**src/rtl/manchester_tx_scheduler.sv**
```systemverilog
// -----------------------------------------------------------------------------
// manchester_tx_scheduler
//
// Round-robin transmit scheduler in front of a single Manchester encoder.
// Everything runs in the encoder's 2x bit clock domain.
//
// Frame flow: IDLE -> LOAD -> WAIT_START -> WAIT_END -> GAP -> IDLE
//   IDLE        arbitrate among requesters (only while the encoder is idle)
//   LOAD        one-cycle write strobe with the latched word
//   WAIT_START  wait for enc_busy_i to rise, bounded by START_TO cycles
//   WAIT_END    wait for enc_busy_i to fall, then ack and count the frame
//   GAP         enforced idle time before the next arbitration
//
// Handshake: req_i[i] is a level request held until the matching one-cycle
// ack_o[i] pulse; req_data_i word i is stable while req_i[i] is high. grant_o
// is one-hot from arbitration until (and cleared with) the ack. A request that
// drops while granted does not cancel the frame: the latched word is still
// sent and acked.
//
// Ports
//   clk2x_i      sole clock (encoder 2x bit clock)
//   rst_i        asynchronous, active-high reset
//   req_i        per-requester level request
//   req_data_i   word i at [i*SEQ_LENGTH +: SEQ_LENGTH]
//   grant_o      one-hot grant, held until ack
//   ack_o        one-cycle pulse: frame done or abandoned
//   enc_wrn_o    registered one-cycle write strobe to the encoder
//   enc_din_o    registered word to the encoder, valid with enc_wrn_o
//   enc_busy_i   encoder dout_on
//   busy_o       high in every state except IDLE
//   err_o        one-cycle pulse when the encoder never starts
//   frame_cnt_o  completed frames, wraps; abandoned frames are not counted
//   dbg_state_o  current FSM state encoding
// -----------------------------------------------------------------------------
module manchester_tx_scheduler #(
  parameter int SEQ_LENGTH = 8,
  parameter int NUM_REQ    = 2,
  parameter int GAP_CYCLES = 4,
  parameter int START_TO   = 8
) (
  input  logic                          clk2x_i,
  input  logic                          rst_i,
  input  logic [NUM_REQ-1:0]            req_i,
  input  logic [NUM_REQ*SEQ_LENGTH-1:0] req_data_i,
  output logic [NUM_REQ-1:0]            grant_o,
  output logic [NUM_REQ-1:0]            ack_o,
  output logic                          enc_wrn_o,
  output logic [SEQ_LENGTH-1:0]         enc_din_o,
  input  logic                          enc_busy_i,
  output logic                          busy_o,
  output logic                          err_o,
  output logic [15:0]                   frame_cnt_o,
  output logic [2:0]                    dbg_state_o
);

  localparam int PTR_W   = (NUM_REQ > 1) ? $clog2(NUM_REQ) : 1;
  localparam int CNT_MAX = (START_TO > GAP_CYCLES) ? START_TO : GAP_CYCLES;
  localparam int CNT_W   = $clog2(CNT_MAX + 1);

  typedef enum logic [2:0] {
    S_IDLE       = 3'd0,
    S_LOAD       = 3'd1,
    S_WAIT_START = 3'd2,
    S_WAIT_END   = 3'd3,
    S_GAP        = 3'd4
  } state_t;

  state_t                  state_q, state_d;
  logic [PTR_W-1:0]        ptr_q, ptr_d;
  logic [CNT_W-1:0]        cnt_q, cnt_d;
  logic [NUM_REQ-1:0]      grant_q, grant_d;
  logic [NUM_REQ-1:0]      ack_q, ack_d;
  logic                    wrn_q, wrn_d;
  logic [SEQ_LENGTH-1:0]   din_q, din_d;
  logic                    err_q, err_d;
  logic [15:0]             frame_cnt_q, frame_cnt_d;

  // Round-robin pick: first set request at or after ptr_q+1, wrapping.
  logic                    arb_found;
  logic [PTR_W-1:0]        arb_idx;

  always_comb begin
    arb_found = 1'b0;
    arb_idx   = '0;
    for (int k = 1; k <= NUM_REQ; k++) begin
      if (!arb_found && req_i[(int'(ptr_q) + k) % NUM_REQ]) begin
        arb_found = 1'b1;
        arb_idx   = PTR_W'((int'(ptr_q) + k) % NUM_REQ);
      end
    end
  end

  always_comb begin
    state_d     = state_q;
    ptr_d       = ptr_q;
    cnt_d       = cnt_q;
    grant_d     = grant_q;
    ack_d       = '0;
    wrn_d       = 1'b0;
    din_d       = din_q;
    err_d       = 1'b0;
    frame_cnt_d = frame_cnt_q;

    unique case (state_q)
      S_IDLE: begin
        // A busy encoder blocks arbitration, which also covers a frame that
        // was still being shifted out when we came out of reset.
        if (arb_found && !enc_busy_i) begin
          grant_d = NUM_REQ'(1) << arb_idx;
          din_d   = req_data_i[int'(arb_idx)*SEQ_LENGTH +: SEQ_LENGTH];
          ptr_d   = arb_idx;
          wrn_d   = 1'b1;  // strobe is high for exactly the LOAD cycle
          state_d = S_LOAD;
        end
      end

      S_LOAD: begin
        cnt_d   = CNT_W'(START_TO);
        state_d = S_WAIT_START;
      end

      S_WAIT_START: begin
        if (enc_busy_i) begin
          state_d = S_WAIT_END;
        end else if (cnt_q == CNT_W'(1)) begin
          // Encoder never started: abandon the word, release the requester.
          err_d   = 1'b1;
          ack_d   = grant_q;
          grant_d = '0;
          cnt_d   = CNT_W'(GAP_CYCLES);
          state_d = S_GAP;
        end else begin
          cnt_d = cnt_q - CNT_W'(1);
        end
      end

      S_WAIT_END: begin
        if (!enc_busy_i) begin
          ack_d       = grant_q;
          grant_d     = '0;
          frame_cnt_d = frame_cnt_q + 16'd1;
          cnt_d       = CNT_W'(GAP_CYCLES);
          state_d     = S_GAP;
        end
      end

      S_GAP: begin
        if (cnt_q == CNT_W'(1)) begin
          state_d = S_IDLE;
        end else begin
          cnt_d = cnt_q - CNT_W'(1);
        end
      end

      default: state_d = S_IDLE;
    endcase
  end

  always_ff @(posedge clk2x_i or posedge rst_i) begin
    if (rst_i) begin
      state_q     <= S_IDLE;
      ptr_q       <= PTR_W'(NUM_REQ - 1);  // requester 0 wins first
      cnt_q       <= '0;
      grant_q     <= '0;
      ack_q       <= '0;
      wrn_q       <= 1'b0;
      din_q       <= '0;
      err_q       <= 1'b0;
      frame_cnt_q <= '0;
    end else begin
      state_q     <= state_d;
      ptr_q       <= ptr_d;
      cnt_q       <= cnt_d;
      grant_q     <= grant_d;
      ack_q       <= ack_d;
      wrn_q       <= wrn_d;
      din_q       <= din_d;
      err_q       <= err_d;
      frame_cnt_q <= frame_cnt_d;
    end
  end

  assign grant_o     = grant_q;
  assign ack_o       = ack_q;
  assign enc_wrn_o   = wrn_q;
  assign enc_din_o   = din_q;
  assign err_o       = err_q;
  assign frame_cnt_o = frame_cnt_q;
  assign busy_o      = (state_q != S_IDLE);
  assign dbg_state_o = state_q;

endmodule

```
**config.mk**
```make
export PLATFORM = sky130hd
export DESIGN_NAME = manchester_tx_scheduler
export DESIGN_NICKNAME = d
export VERILOG_FILES = /design/src/rtl/manchester_tx_scheduler.sv
export SDC_FILE = /design/constraint.sdc
export NUM_CORES = 1
export LEC_CHECK = 0
export ABC_AREA = 0
export ABC_CLOCK_PERIOD_IN_PS = 2450
export CORE_ASPECT_RATIO = 0.8
export CORE_UTILIZATION = 47
export DETAILED_ROUTE_END_ITERATION = 7
export PLACE_DENSITY = 0.8
export SLEW_MARGIN = 0
export SYNTH_ARGS = -nofsm -noshare
export SYNTH_HDL_FRONTEND = slang
export SYNTH_SLANG_ARGS = --single-unit
```
**constraint.sdc**
```tcl
create_clock -name clk2x_i -period 2.45 [get_ports clk2x_i]
set_clock_uncertainty 0.1 [all_clocks]
set_input_delay 0.49 -clock clk2x_i [delete_from_list [all_inputs] [get_ports clk2x_i]]
set_output_delay 0.49 -clock clk2x_i [all_outputs]
set_load 0.01 [all_outputs]
```
* Word-level counts from Yosys, hierarchy flattened
Cells that the tools add are included.
** Operators by class
- Add/subtract/negate cells :: 4
- Reduce and logical (&&, ||, !) cells :: 13
- Mux-type cells :: 35
- Equal/unequal tests :: 12
- Shift operators :: 2
- Order comparisons :: 2
- Bitwise gates (word level) :: 3
** Operators with widths (count)
- $add A16 B1 Y16 const B :: 1
- $mux W4 :: 4
- $pmux W4 S4 :: 1
- $shiftx A16 B5 Y8 :: 1
- $mux W1 :: 15
- $mux W3 :: 5
- $pmux W3 S5 :: 1
- $mux W2 :: 7
- $ne A2 B2 Y1 const B :: 6
- $reduce_and A4 Y1 :: 2
- $eq A3 B2 Y1 const B :: 2
- $lt A2 B3 Y1 const B :: 2
- $pmux W2 S3 :: 1
- $reduce_bool A3 Y1 :: 2
- $reduce_and A5 Y1 :: 1
- $eq A4 B1 Y1 const B :: 1
- $pmux W2 S2 :: 1
- $reduce_and A2 Y1 :: 2
- $reduce_bool A4 Y1 :: 1
- $sub A4 B1 Y4 const B :: 1
- $eq A3 B1 Y1 const B :: 1
- $eq A3 B3 Y1 const B :: 1
- $logic_not A3 Y1 :: 1
- $ne A3 B3 Y1 const B :: 1
- other kinds (6) :: 10
** Word-level totals
- Logic and storage cells :: 80
- Flip-flop bits (word level) :: 38

* Depth between registers and ports, before layout
Gate-level depths: netlist of the first run.
- Depth after elaboration :: 12
- Depth in mapped cells :: 6
- Depth with buffers taken out :: 6

* Worst setup path after synthesis of the first run
Ideal clock, no wire load.
- Path type :: register -> register
- From :: register cnt_q[1]
- To :: register cnt_q[2]
- Setup slack :: 0.649 ns
- Arrival :: 1.576 ns
- Cell stages (with the launch flop) :: 7
- Clock period less this slack :: 1.801 ns
- Path buffers :: 0
- Cells stage by stage :: dfrtp_1 inv_1 ha_1 or3b_4 a21o_1 o31ai_4 mux2_4
** Between the ends
- Longest elaborated chain between the ends :: 4
- Elaborated cells between the ends (all ways) :: 8
- Classes of those cells :: add/sub: 1; eq/ne: 2; mux: 4; reduce/logical: 1
** Ends and longest elaborated chain
- from (decl) :: line 70 : logic [CNT_W-1:0] cnt_q, cnt_d;
- from (signal assigned) :: line 173 : cnt_q <= cnt_d;
- $sub A4 B1 Y4 or $eq A4 B1 Y1 (tied branches)
- $mux W4 :: line 125 : end else if (cnt_q == CNT_W'(1)) begin
- $mux W4 :: line 123 : if (enc_busy_i) begin
- $pmux W4 S4 :: line 104 : unique case (state_q)
Parallel ways exist; a longest one is shown, timed or not. The select of a mux whose other input is x is not followed.
A chain may end at the register's enable or synchronous reset.

* Worst setup path after layout of the first run
- From :: register state_q[0], in the netlist dbg_state_o[0]
- To :: output port busy_o
** Between the ends
- Longest elaborated chain between the ends :: 1
** Ends and longest elaborated chain
- from (decl) :: line 68 : state_t state_q, state_d;
- from (signal assigned) :: line 171 : state_q <= state_d;
- $reduce_bool A3 Y1 :: line 189 : assign busy_o = (state_q != S_IDLE);
- to (decl) :: line 50 : output logic busy_o,
No other way between the ends.

==> impl_metrics.csv, run 1 <==
group,metric,value,unit
clocking,numCtsBuffers,5,
critical_path,required,1.86,ns
critical_path,r2r_setup_slack,0.54,ns
global_routing,antenna_found_initial,0,
yosys,synth_nets,190,
worst_hold_path,worstHoldStart,"enc_din_o[0]$_DFFE_PP0P_",
critical_path,r2r-end,"cnt_q[2]$_DFFE_PP0P_",
critical_path,r2r_cells,6,
clocking,cts_tree,"done",
yosys,syn_area_per_cell,11.1,um^2
timing,min_period,2.26,ns
clocking,cts-root-buf,"clkbuf_8",
die,die_h,57.9,um
placement,post-place-ws,0.238,ns
placement,dpl_cell_area,2440,um^2
global_routing,grt_max_degree,39,
global_routing,grt_usage,0.213,
yosys,async_reset_ff_frac,1.00,
drt,drt-initial-drc-count,121,
placement,io_buffers,54,
critical_path,cp_max_fo,11,
drt,drt_wl_total,3.92,mm
yosys,yosysUniqueCellTypes,48,
finish,antenna_cells,0,
timing,fin_setup_tns,0,ns
yosys,yosysTopAreaCell,"dfrtp_1",
timing,fmax,0.443,GHz
yosys,ys_seq_area_frac,0.518,
clocking,clk_latency,0.28,ns
finish,syn_to_final_growth,40.6,%
global_routing,gr-total-overflow,0,
global_routing,grt_pass1_vias,1530,
placement,dp_hpwl,2.93,mm
critical_path,cp-start-kind,"register",
timing,slew_violations,0,
die,ios,55,
timing,rsz0062_at_grt,"false",
yosys,synth_area,1840,um^2
power,p_total,2.66,mW
finish,most-common-layout-cells,"clkdlybuf4s50_1 (54), dfrtp_1 (37), nand2_1 (22)",
finish,drive_above_1_share,0.110,
timing,period_share,0.921,
timing,tightest_slew,0.456,ns
worst_hold_path,hold_depth,2,
critical_path,r2r-start,"cnt_q[1]$_DFFE_PP0P_",
critical_path,crit_path_end_kind,"output pin",
yosys,ys_ff_latch,38,
timing,finalSetupViolations,0,
power,peakVddDrop,0.531,mV
drt,antenna_left,0,
clocking,clock-sinks,38,
timing,hold_viol_final,0,
flow_run,drv_cap,0,
placement,place.gp.congestion,0.841,
finish,final_nets,250,
drt,vias,1466,
finish,mostFrequentLayoutCell,"clkdlybuf4s50_1",
die,start_util,0.512,
placement,numPlacedInstances,271,
die,die-area,4170,um^2
drt,via_per_inst,5.25,
global_routing,grt_pass1_wl,6.73,mm
clocking,cts-htree-levels,2,
clocking,cts_buffer_depth,2,
worst_hold_path,worst_hold_path.endpoint,"enc_din_o[0]$_DFFE_PP0P_",
clocking,ctsResizeCount,0,
yosys,synth_top_area_frac,0.504,
timing,worst_slack,0.194,ns
yosys,ys.flop_type,"dfrtp_1",
critical_path,critPathArrivalTime,1.67,ns
drt,wl_per_cell,14.1,um
drt,route.detailed.drc,0,
yosys,synth_edf_count,0,
status,status,"finished clean",
critical_path,criticalPathCategory,"reg2out",
yosys,synth_warnings,0,
die,num_rows,19,
drt,firstDrtPassIters,4,
finish,final_area,2580,um^2
clocking,clk_pin_slew,0.07,ns
yosys,synth.area.top_cells,"dfrtp_1 (50%), xnor2_1 (5.2%), nand2_1 (4.5%)",
power,p_leak,1.16,nW
timing,relSlewSlack,0.696,
finish,layout.cells.non_filler,279,
yosys,syn_inst,166,
die,core-area,3590,um^2
power,power_density,1030,nW/um^2
clocking,postCtsHoldBufs,0,
die,die_w,71.9,um
worst_hold_path,hp-class,"reg2reg",
clocking,postCtsSetupBuffers,0,
## state kept, by name (all words and copies together), names as in the netlist
name and count:
ack_o 2, err_o 1, ptr_q 1, cnt_q 4
enc_din_o 8, dbg_state_o 3, frame_cnt_o 16, enc_wrn_o 1
grant_o 2
## cell usage after synthesis (2+ instances only)
cell type  number
dfrtp_1        37
nand2_1        22
xnor2_1        11
mux2i_1         8
nor2_1          8
o21ai_0         8
inv_1           7
nand3_1         5
xor2_1          5
nand4_1         4
a211oi_1        3
and2_1          3
ha_1            3
nor4_1          3
a21o_2          2
a21oi_1         2
and3_1          2
buf_4           2
clkbuf_1        2
## how the worst max path moves through the flow
| stage | slack [ns] | endpoint | startpoint | cells after the start |
|---|---|---|---|---|
| final | 0.19 | busy_o | dbg_state_o[0]$_DFFE_PP0P_ | 3 |
| after detailed placement | 0.24 | cnt_q[2]$_DFFE_PP0P_ | enc_busy_i | 4 |
| after global placement | 0.27 | cnt_q[2]$_DFFE_PP0P_ | enc_busy_i | 4 |
| after CTS | 0.20 | busy_o | dbg_state_o[0]$_DFFE_PP0P_ | 3 |
| after floorplan | 0.65 | cnt_q[2]$_DFFE_PP0P_ | cnt_q[1]$_DFFE_PP0P_ | 6 |
| after global routing | 0.10 | busy_o | dbg_state_o[0]$_DFFE_PP0P_ | 3 |
## through the flow
| stage | util | hold slack [ns] |
|---|---|---|
| floorplan | - | 0.402 |
| global route | 0.720 | 0.413 |
| global placement | 0.680 | 0.362 |
| detailed placement | 0.680 | 0.372 |
| finish | 0.720 | 0.391 |
| CTS | 0.720 | 0.393 |
## layout make-up
class	count	area, um^2
Fill cell	275	1000
Sequential cell	38	952
Multi-Input combinational cell	115	821
Timing Repair Buffer	59	578
Clock buffer	6	82.6
Tap cell	52	65.1
Clock inverter	2	60.1
Inverter	7	26.3
## critical path, cell delays in order (launching register included)
cell and delay, ns:
dfrtp_1 0.53, nor2_2 0.29, nand2_1 0.08, clkdlybuf4s50_1 0.48
## power breakdown
part | leakage, nW | switching, mW | internal [mW]
sequential | 0.491 | 0.190 | 0.803
clock | 0.0714 | 0.211 | 0.434
combinational | 0.598 | 0.461 | 0.558
## cells by family after synthesis
family | Yosys count | synth area share
muxes | 10 | 0.0579
xor gates and xnor gates | 16 | 0.0762
AOI/OAI and AO/OA | 27 | 0.110
adders and majority gates | 3 | 0.0204
buffers and inverters | 13 | 0.0354
DFF | 38 | 0.518
and+or+nand+nor | 59 | 0.182
## routing by layer
layer  GRT usage  part of all wire  vias to the layer above
met4      0.0868             0.023                        0
met2       0.356              0.50                       65
met5           0                 0                        -
met3      0.0730             0.068                       11
li1            -                 -                      702
met1       0.256              0.41                      688
Power figures use the tool's default switching activity.
==> run 2, diff against run 1 <==
Settings changed: ABC_CLOCK_PERIOD_IN_PS 2450 to default.
==> results of run 2 <==
No change in the layout: final DEF, timing and power equal those of run 1.
